File: src/rtl/wb_serial_tl_pkg.sv
// Shared register offsets, STATUS/CTRL bit positions and serialiser helpers
// for the Wishbone to serial TileLink bridge.
package wb_serial_tl_pkg;

    // Register select taken from wbs_adr_i[3:2]
    typedef enum logic [1:0] {
        REG_TX_DATA = 2'd0,
        REG_RX_DATA = 2'd1,
        REG_STATUS  = 2'd2,
        REG_CTRL    = 2'd3
    } reg_sel_e;

    // Serialiser state
    typedef enum logic {
        SER_IDLE = 1'b0,
        SER_BUSY = 1'b1
    } ser_state_e;

    // STATUS bit positions
    localparam int ST_TX_FULL  = 0;
    localparam int ST_TX_EMPTY = 1;
    localparam int ST_RX_FULL  = 2;
    localparam int ST_RX_EMPTY = 3;
    localparam int ST_TX_OVF   = 4;
    localparam int ST_RX_UNF   = 5;

    // CTRL bit positions
    localparam int CTRL_EN     = 0;
    localparam int CTRL_FLUSH  = 1;
    localparam int CTRL_IRQ_EN = 2;

    // Number of TL_W-bit beats that make up one 32-bit word
    function automatic int beats(input int tl_w);
        return 32 / tl_w;
    endfunction

endpackage

File: src/rtl/wb_serial_tl_bridge_sync_fifo.sv
// Single-clock FIFO with synchronous flush, occupancy count and a head
// output read straight from the storage registers.
module sync_fifo #(
    parameter int WIDTH = 32,
    parameter int DEPTH = 8
) (
    input  logic                     clk_i,
    input  logic                     rst_i,
    input  logic                     flush_i,
    input  logic                     push_i,
    input  logic [WIDTH-1:0]         data_i,
    input  logic                     pop_i,
    output logic [WIDTH-1:0]         head_o,
    output logic                     full_o,
    output logic                     empty_o,
    output logic [$clog2(DEPTH):0]   count_o
);

    localparam int AW = $clog2(DEPTH);
    localparam int CW = AW + 1;

    logic [WIDTH-1:0] mem_q [DEPTH];
    logic [AW-1:0]    wr_ptr_q;
    logic [AW-1:0]    rd_ptr_q;
    logic [CW-1:0]    count_q;
    logic             push_ok;
    logic             pop_ok;

    assign full_o  = (count_q == CW'(DEPTH));
    assign empty_o = (count_q == '0);
    assign count_o = count_q;
    assign head_o  = mem_q[rd_ptr_q];

    // Pushes into a full FIFO and pops from an empty one are ignored
    assign push_ok = push_i && !full_o;
    assign pop_ok  = pop_i && !empty_o;

    // Pointer and occupancy tracking; flush returns to empty
    always_ff @(posedge clk_i) begin
        if (rst_i || flush_i) begin
            wr_ptr_q <= '0;
            rd_ptr_q <= '0;
            count_q  <= '0;
        end else begin
            if (push_ok) wr_ptr_q <= wr_ptr_q + AW'(1);
            if (pop_ok)  rd_ptr_q <= rd_ptr_q + AW'(1);
            case ({push_ok, pop_ok})
                2'b10:   count_q <= count_q + CW'(1);
                2'b01:   count_q <= count_q - CW'(1);
                default: count_q <= count_q;
            endcase
        end
    end

    // Storage write
    // NOTE: the data array has no reset; an entry is only read after it has been written, so clearing it buys nothing.
    always_ff @(posedge clk_i) begin
        if (push_ok) mem_q[wr_ptr_q] <= data_i;
    end

endmodule

File: src/rtl/wb_serial_tl_bridge.sv
// Wishbone slave that queues 32-bit words, serialises them into TL_W-bit
// beats towards ChipTop and deserialises returning beats into an RX FIFO.
module wb_serial_tl_bridge
    import wb_serial_tl_pkg::*;
#(
    parameter logic [31:0] BASE_ADDR = 32'h3000_0000,
    parameter int          TL_W      = 1,
    parameter int          DEPTH     = 8
) (
    input  logic            wb_clk_i,
    input  logic            wb_rst_i,
    input  logic            wbs_stb_i,
    input  logic            wbs_cyc_i,
    input  logic            wbs_we_i,
    input  logic [3:0]      wbs_sel_i,
    input  logic [31:0]     wbs_adr_i,
    input  logic [31:0]     wbs_dat_i,
    output logic            wbs_ack_o,
    output logic [31:0]     wbs_dat_o,
    output logic            serial_tl_bits_in_valid,
    input  logic            serial_tl_bits_in_ready,
    output logic [TL_W-1:0] serial_tl_bits_in_bits,
    input  logic            serial_tl_bits_out_valid,
    output logic            serial_tl_bits_out_ready,
    input  logic [TL_W-1:0] serial_tl_bits_out_bits,
    output logic            irq
);

    localparam int BEATS = beats(TL_W);
    localparam int CNT_W = $clog2(BEATS + 1);
    localparam int FCW   = $clog2(DEPTH) + 1;

    // Register file state
    logic        en_q, irq_en_q, tx_ovf_q, rx_unf_q, ack_q, irq_q;
    logic [31:0] dat_q;
    logic [31:0] status_w;

    // Bus decode
    logic     req, rd, wr, flush;
    reg_sel_e reg_sel;
    logic     unused_bits;

    assign unused_bits = ^{wbs_sel_i[3:1], wbs_adr_i[1:0]};
    assign req     = wbs_stb_i && wbs_cyc_i && !ack_q && (wbs_adr_i[31:4] == BASE_ADDR[31:4]);
    assign reg_sel = reg_sel_e'(wbs_adr_i[3:2]);
    assign rd      = req && !wbs_we_i;
    assign wr      = req && wbs_we_i;
    assign flush   = wr && (reg_sel == REG_CTRL) && wbs_sel_i[0] && wbs_dat_i[CTRL_FLUSH];

    // FIFO wiring
    logic           tx_push, tx_pop, tx_full, tx_empty;
    logic           rx_push, rx_pop, rx_full, rx_empty;
    logic [31:0]    tx_head, rx_head, rx_word_d;
    logic [FCW-1:0] tx_count, rx_count;

    assign tx_push = wr && (reg_sel == REG_TX_DATA) && !tx_full;
    assign rx_pop  = rd && (reg_sel == REG_RX_DATA) && !rx_empty;

    sync_fifo #(.WIDTH(32), .DEPTH(DEPTH)) u_tx_fifo (
        .clk_i(wb_clk_i), .rst_i(wb_rst_i), .flush_i(flush),
        .push_i(tx_push), .data_i(wbs_dat_i), .pop_i(tx_pop),
        .head_o(tx_head), .full_o(tx_full), .empty_o(tx_empty), .count_o(tx_count)
    );

    sync_fifo #(.WIDTH(32), .DEPTH(DEPTH)) u_rx_fifo (
        .clk_i(wb_clk_i), .rst_i(wb_rst_i), .flush_i(flush),
        .push_i(rx_push), .data_i(rx_word_d), .pop_i(rx_pop),
        .head_o(rx_head), .full_o(rx_full), .empty_o(rx_empty), .count_o(rx_count)
    );

    // Serialiser
    ser_state_e       ser_state_q;
    logic [31:0]      tx_sh_q;
    logic [CNT_W-1:0] tx_beat_q;
    logic             in_fire, tx_last, tx_load;

    assign serial_tl_bits_in_valid = (ser_state_q == SER_BUSY) && en_q;
    assign serial_tl_bits_in_bits  = tx_sh_q[TL_W-1:0];
    assign in_fire = serial_tl_bits_in_valid && serial_tl_bits_in_ready;
    assign tx_last = (tx_beat_q == CNT_W'(BEATS - 1));
    // A word is loaded when idle, or on the final handshake so there is no bubble
    assign tx_load = en_q && !tx_empty && ((ser_state_q == SER_IDLE) || (in_fire && tx_last));
    assign tx_pop  = tx_load;

    // Serialiser FSM: shift out LSB chunk first, one chunk per handshake
    always_ff @(posedge wb_clk_i) begin
        if (wb_rst_i || flush) begin
            ser_state_q <= SER_IDLE;
            tx_sh_q     <= '0;
            tx_beat_q   <= '0;
        end else if (tx_load) begin
            ser_state_q <= SER_BUSY;
            tx_sh_q     <= tx_head;
            tx_beat_q   <= '0;
        end else if (in_fire) begin
            tx_sh_q   <= tx_sh_q >> TL_W;
            tx_beat_q <= tx_beat_q + CNT_W'(1);
            if (tx_last) ser_state_q <= SER_IDLE;
        end
    end

    // Deserialiser: beats enter at the top and shift down, so the first lands at the LSB
    logic [31:0]      rx_sh_q;
    logic [CNT_W-1:0] rx_beat_q;
    logic             out_fire, rx_last;

    assign serial_tl_bits_out_ready = en_q && !rx_full;
    assign out_fire  = serial_tl_bits_out_valid && serial_tl_bits_out_ready;
    assign rx_last   = (rx_beat_q == CNT_W'(BEATS - 1));
    assign rx_word_d = (rx_sh_q >> TL_W) | (32'(serial_tl_bits_out_bits) << (32 - TL_W));
    assign rx_push   = out_fire && rx_last;

    // Deserialiser beat accumulation
    always_ff @(posedge wb_clk_i) begin
        if (wb_rst_i || flush) begin
            rx_sh_q   <= '0;
            rx_beat_q <= '0;
        end else if (out_fire) begin
            rx_sh_q   <= rx_word_d;
            rx_beat_q <= rx_last ? '0 : rx_beat_q + CNT_W'(1);
        end
    end

    // STATUS read value
    always_comb begin
        // NOTE: default every bit first so no path through this block can infer a latch.
        status_w                 = '0;
        status_w[ST_TX_FULL]     = tx_full;
        status_w[ST_TX_EMPTY]    = tx_empty;
        status_w[ST_RX_FULL]     = rx_full;
        status_w[ST_RX_EMPTY]    = rx_empty;
        status_w[ST_TX_OVF]      = tx_ovf_q;
        status_w[ST_RX_UNF]      = rx_unf_q;
        status_w[15:8]           = 8'(tx_count);
        status_w[23:16]          = 8'(rx_count);
    end

    // Register file: one-cycle ack, registered read data, sticky flags, CTRL, irq
    always_ff @(posedge wb_clk_i) begin
        if (wb_rst_i) begin
            ack_q    <= 1'b0;
            dat_q    <= '0;
            en_q     <= 1'b0;
            irq_en_q <= 1'b0;
            tx_ovf_q <= 1'b0;
            rx_unf_q <= 1'b0;
            irq_q    <= 1'b0;
        end else begin
            ack_q <= req;
            dat_q <= '0;
            irq_q <= irq_en_q && !rx_empty;
            if (rd) begin
                case (reg_sel)
                    REG_RX_DATA: begin
                        dat_q <= rx_empty ? 32'h0 : rx_head;
                        if (rx_empty) rx_unf_q <= 1'b1;
                    end
                    REG_STATUS:  dat_q <= status_w;
                    REG_CTRL:    dat_q <= {29'h0, irq_en_q, 1'b0, en_q};
                    default:     dat_q <= '0;
                endcase
            end
            if (wr) begin
                case (reg_sel)
                    REG_TX_DATA: if (tx_full) tx_ovf_q <= 1'b1;
                    REG_STATUS: begin
                        if (wbs_dat_i[ST_TX_OVF]) tx_ovf_q <= 1'b0;
                        if (wbs_dat_i[ST_RX_UNF]) rx_unf_q <= 1'b0;
                    end
                    REG_CTRL: if (wbs_sel_i[0]) begin
                        en_q     <= wbs_dat_i[CTRL_EN];
                        irq_en_q <= wbs_dat_i[CTRL_IRQ_EN];
                    end
                    default: ;
                endcase
            end
        end
    end

    assign wbs_ack_o = ack_q;
    assign wbs_dat_o = dat_q;
    assign irq       = irq_q;

endmodule

File: config.mk
export PLATFORM = sky130hd
export DESIGN_NAME = wb_serial_tl_bridge
export DESIGN_NICKNAME = d
export VERILOG_FILES = /design/src/rtl/wb_serial_tl_pkg.sv /design/src/rtl/wb_serial_tl_bridge_sync_fifo.sv /design/src/rtl/wb_serial_tl_bridge.sv
export SDC_FILE = /design/constraint.sdc
export NUM_CORES = 1
export LEC_CHECK = 0
export BUFFER_PORTS_ARGS = -buffer_cell sky130_fd_sc_hd__clkbuf_2
export CORE_ASPECT_RATIO = 0.6
export CORE_MARGIN = 4
export CORE_UTILIZATION = 40
export CTS_BUF_LIST = sky130_fd_sc_hd__clkbuf_2 sky130_fd_sc_hd__clkbuf_4 sky130_fd_sc_hd__clkbuf_8
export CTS_CLUSTER_SIZE = 28
export DETAILED_ROUTE_END_ITERATION = 12
export GPL_TIMING_DRIVEN = 1
export MAX_ROUTING_LAYER = met4
export PLACE_DENSITY = 0.62
export SETUP_SLACK_MARGIN = 0.15
export SYNTH_ARGS = -nofsm -noshare
export SYNTH_HDL_FRONTEND = slang
export SYNTH_SLANG_ARGS = --single-unit
File: constraint.sdc
create_clock -name wb_clk_i -period 4.8 [get_ports wb_clk_i]
set_input_delay 0.24 -clock wb_clk_i [delete_from_list [all_inputs] [get_ports wb_clk_i]]
set_output_delay 0.24 -clock wb_clk_i [all_outputs]
set_load 0.01 [all_outputs]
==> run summary <==
crit path from - u_rx_fifo.count_o[1]
MaxCap Viol Count - 0
vias in the first global route - 13,200
Gate Count Post-Synth - 1,368
async set-or-reset flop fraction in the synthesized netlist - 0%
Pleak - 0.0101 uW
starting DRC count in detailed routing - 1,085
Synth Area in Adders - 0.606%
EDFF count, synth - 512
Critical Path AT - 4180 ps
final WL - 51,700 um
global-route wire length before repair - 80,200 um
Setup violations, final - 0
reg2reg start - u_rx_fifo.count_o[1]
Final Skew - 49.8 ps
worst vdd ir - 0.000215 V
Final period util - 74.3%
DRT Pass-1 Iters - 5
Die H - 201 um
Syn. warnings - 0
worst min path class - input pin to register
Ports - 113
total gr overflow - 0
gpl congestion - 0.766
Final Non-Filler Cells - 2,479
Tot GR Track Use - 16.4%
Layout Nets - 1,654
largest family of logic cells by synthesized area - multiplexers
die area - 66,100 um^2
Clock Latency Late Sink - 710 ps
CP Capture Type - register
Netlist cell types - 51
Synth Cell Area - 24,800 um^2
Max Root-Sink Buffers - 3
Post-route DRC - 0
input/output buffers - 107
antenna-violating nets left - 0
CP Class - register to register
minimum clock period - 3560 ps
Syn Area/Cell - 18.1 um^2
Post-Synthesis Net Count - 1,456
outcome - complete, no violations
largest net degree at the start of global routing - 72
Via Count - 12,900
Slew headroom - 20.4%
root buf cell - clkbuf_8
share of layout cells above drive strength 1 - 30.2%
Via density - 5.22
average wire per standard cell - 20.9 um
Hold Violations, Final - 0
initial antenna violation count - 2
Core Box Area - 61,100 um^2
Final Slew Violations - 0
xor and xnor area share after synthesis - 0.813%
setup TNS - 0 ps
Synth Area in Compound Gates - 3.59%
Worst Tran Pin Value - 1190 ps
Starting Density - 40.5%
Synth Flop Type - edfxtp_1
dpl hpwl - 28,900 um
startpoint types - register
CTS Buf Count - 96
PnR worst setup slack - 1240 ps
FILL cells - 5,199
RSZ-0062 raised after global routing - no
clk slew on worst S/H paths - 60 ps
hold path start - wbs_sel_i[0]
placed cell count - 2,257
Seq cells post-synth - 652
PD cells - 387 nW/um^2
Crit Path Max Fanout - 17
Required @ worst endpoint - 5420 ps
f_max - 281 MHz
H-Tree Depth - 3
Area Overhead vs Synth - 17.3%
row cnt - 70
register area share after synthesis - 73.4%
mux share of post-synthesis cell area - 14.6%
clk sinks - 652
Post-CTS Setup Inserts - 0
CTS tree - built
Synth Area in Simple Gates - 5.51%
Die W - 329 um
pre-CTS setup slack - 1300 ps
-- path summary, 6_finish.rpt --
| path | slack [ps] | to | depth (start not counted) |
|---|---|---|---|
| setup / recovery | 1240 | u_rx_fifo.count_o[2] | 10 |
| hold / removal | 60 | irq_en_q | 5 |
| setup reg to reg | 1240 | u_rx_fifo.count_o[2] | 10 |
| hold reg to reg | 490 | tx_sh_q[31] | 2 |
-- power by group --
group / leakage [uW] / internal (uW) / switching [uW]
Combinational: 0.00258 / 46.4 / 71.3
Clock: 0.00118 / 2910 / 2190
Sequential: 0.00639 / 6040 / 0.0000000401
Total: 0.0101 / 9000 / 2260
-- cell usage after synthesis (all sizes together), types with 2 or more instances --
cell | count | area share [%]
nand3 | 14 | 0.30
nor4 | 12 | 0.56
and3 | 2 | 0.050
nor2 | 71 | 1.1
mux4 | 128 | 12
o41ai | 2 | 0.071
ha | 12 | 0.61
inv | 9 | 0.14
nor2b | 32 | 0.81
xor2 | 13 | 0.46
nand4 | 5 | 0.21
nor3b | 8 | 0.26
mux2 | 14 | 0.64
nand2 | 73 | 1.1
edfxtp | 512 | 62
xnor2 | 10 | 0.35
or4b | 2 | 0.081
and2 | 2 | 0.050
a211oi | 62 | 1.9
nor3 | 13 | 0.26
nand3b | 2 | 0.061
clkbuf | 44 | 0.67
and3b | 2 | 0.071
or3 | 4 | 0.10
a22oi | 14 | 0.42
nor4bb | 2 | 0.081
buf | 36 | 0.71
a21oi | 44 | 0.89
dfxtp | 140 | 11
mux2i | 58 | 2.3
o21ai | 9 | 0.18
or2 | 2 | 0.061
nand2b | 6 | 0.15
-- cell usage in the layout (no fill, tap or decap), types with 6 or more instances in the layout --
master,instances
a21oi_1,44
nor3_2,6
ha_1,12
dlygate4sd3_1,39
clkbuf_4,31
xnor2_1,10
mux2_2,14
mux4_2,128
nand2_1,73
mux2i_1,58
dfxtp_1,134
o21ai_0,9
clkinv_2,14
edfxtp_1,512
nor2b_1,32
nor3_1,7
a211oi_1,62
a22oi_1,14
clkinv_1,8
bufinv_16,10
clkbuf_2,107
buf_4,32
xor2_1,13
nand3_1,12
nor2_1,66
inv_1,9
clkbuf_8,110
-- sequential cells by signal (all words and copies together) (netlist names), 3 cells and up, named ones only --
name,count
u_tx_fifo.rd_ptr_q,3
wbs_dat_o,32
u_tx_fifo.wr_ptr_q,3
u_rx_fifo.wr_ptr_q,3
tx_beat_q,6
u_rx_fifo.count_o,4
u_tx_fifo.count_o,4
tx_sh_q,32
u_rx_fifo.mem_q,256
rx_beat_q,6
u_rx_fifo.rd_ptr_q,3
u_tx_fifo.mem_q,256
rx_sh_q,31
-- layout make-up --
class	instances	area (um^2)	share of cell area [%]
antenna	2	5.00	0.0172
clock buffer	141	1750	6.01
clock inverter	40	504	1.73
inverter	9	33.8	0.116
multi-input combinational	627	6340	21.8
sequential	652	18200	62.6
tap	828	1040	3.56
timing repair buffer	180	1210	4.15
-- cell families after synthesis --
| group | count (synthesis) |
|---|---|
| flip-flops | 652 |
| AND/OR/NAND/NOR | 257 |
| multiplexers | 200 |
| AO/OA/AOI/OAI | 135 |
| buffers and inverters | 89 |
| XOR/XNOR | 23 |
| adder cells (fa/ha/maj) | 12 |
-- stage by stage --
| stage | power [uW] | util (%) | hold WS, ps | instance area [um^2] |
|---|---|---|---|---|
| 2_1_floorplan | 6190 | - | 339 | 24800 |
| 4_1_cts | 11400 | 47.5 | 0.109 | 29100 |
| 6_report | 11300 | 47.5 | 64.8 | 29100 |
| 3_5_place_dp | 6250 | 43.2 | 473 | 26400 |
| 5_1_grt | 11700 | 47.5 | 52.2 | 29100 |
| 3_3_place_gp | 6250 | 43.2 | 460 | 26400 |
-- layer usage --
| metal | up-vias | GRT usage [%] | routed length [um] |
|---|---|---|---|
| met3 | 90 | 3.83 | 3170 |
| met5 | - | - | 0 |
| met1 | 6670 | 24.1 | 24600 |
| met2 | 345 | 23.0 | 23000 |
| met4 | 0 | 4.13 | 971 |
| li1 | 5839 | - | - |
-- timing repair --
action                    CTS  global route
hold buffers               39             0
hold endpoints to repair  277             0
gates resized for setup     0             0
-- critical path, cell delays in order, from the launching register on --
cell	delay, ps
dfxtp_1	470
nor4_1	180
nor3b_2	840
nor4b_2	620
ha_1	380
xor2_1	170
ha_1	170
a21oi_1	50
xor2_1	170
or3_1	310
a21oi_1	130
Note: power is estimated with default switching activity, not from simulation.
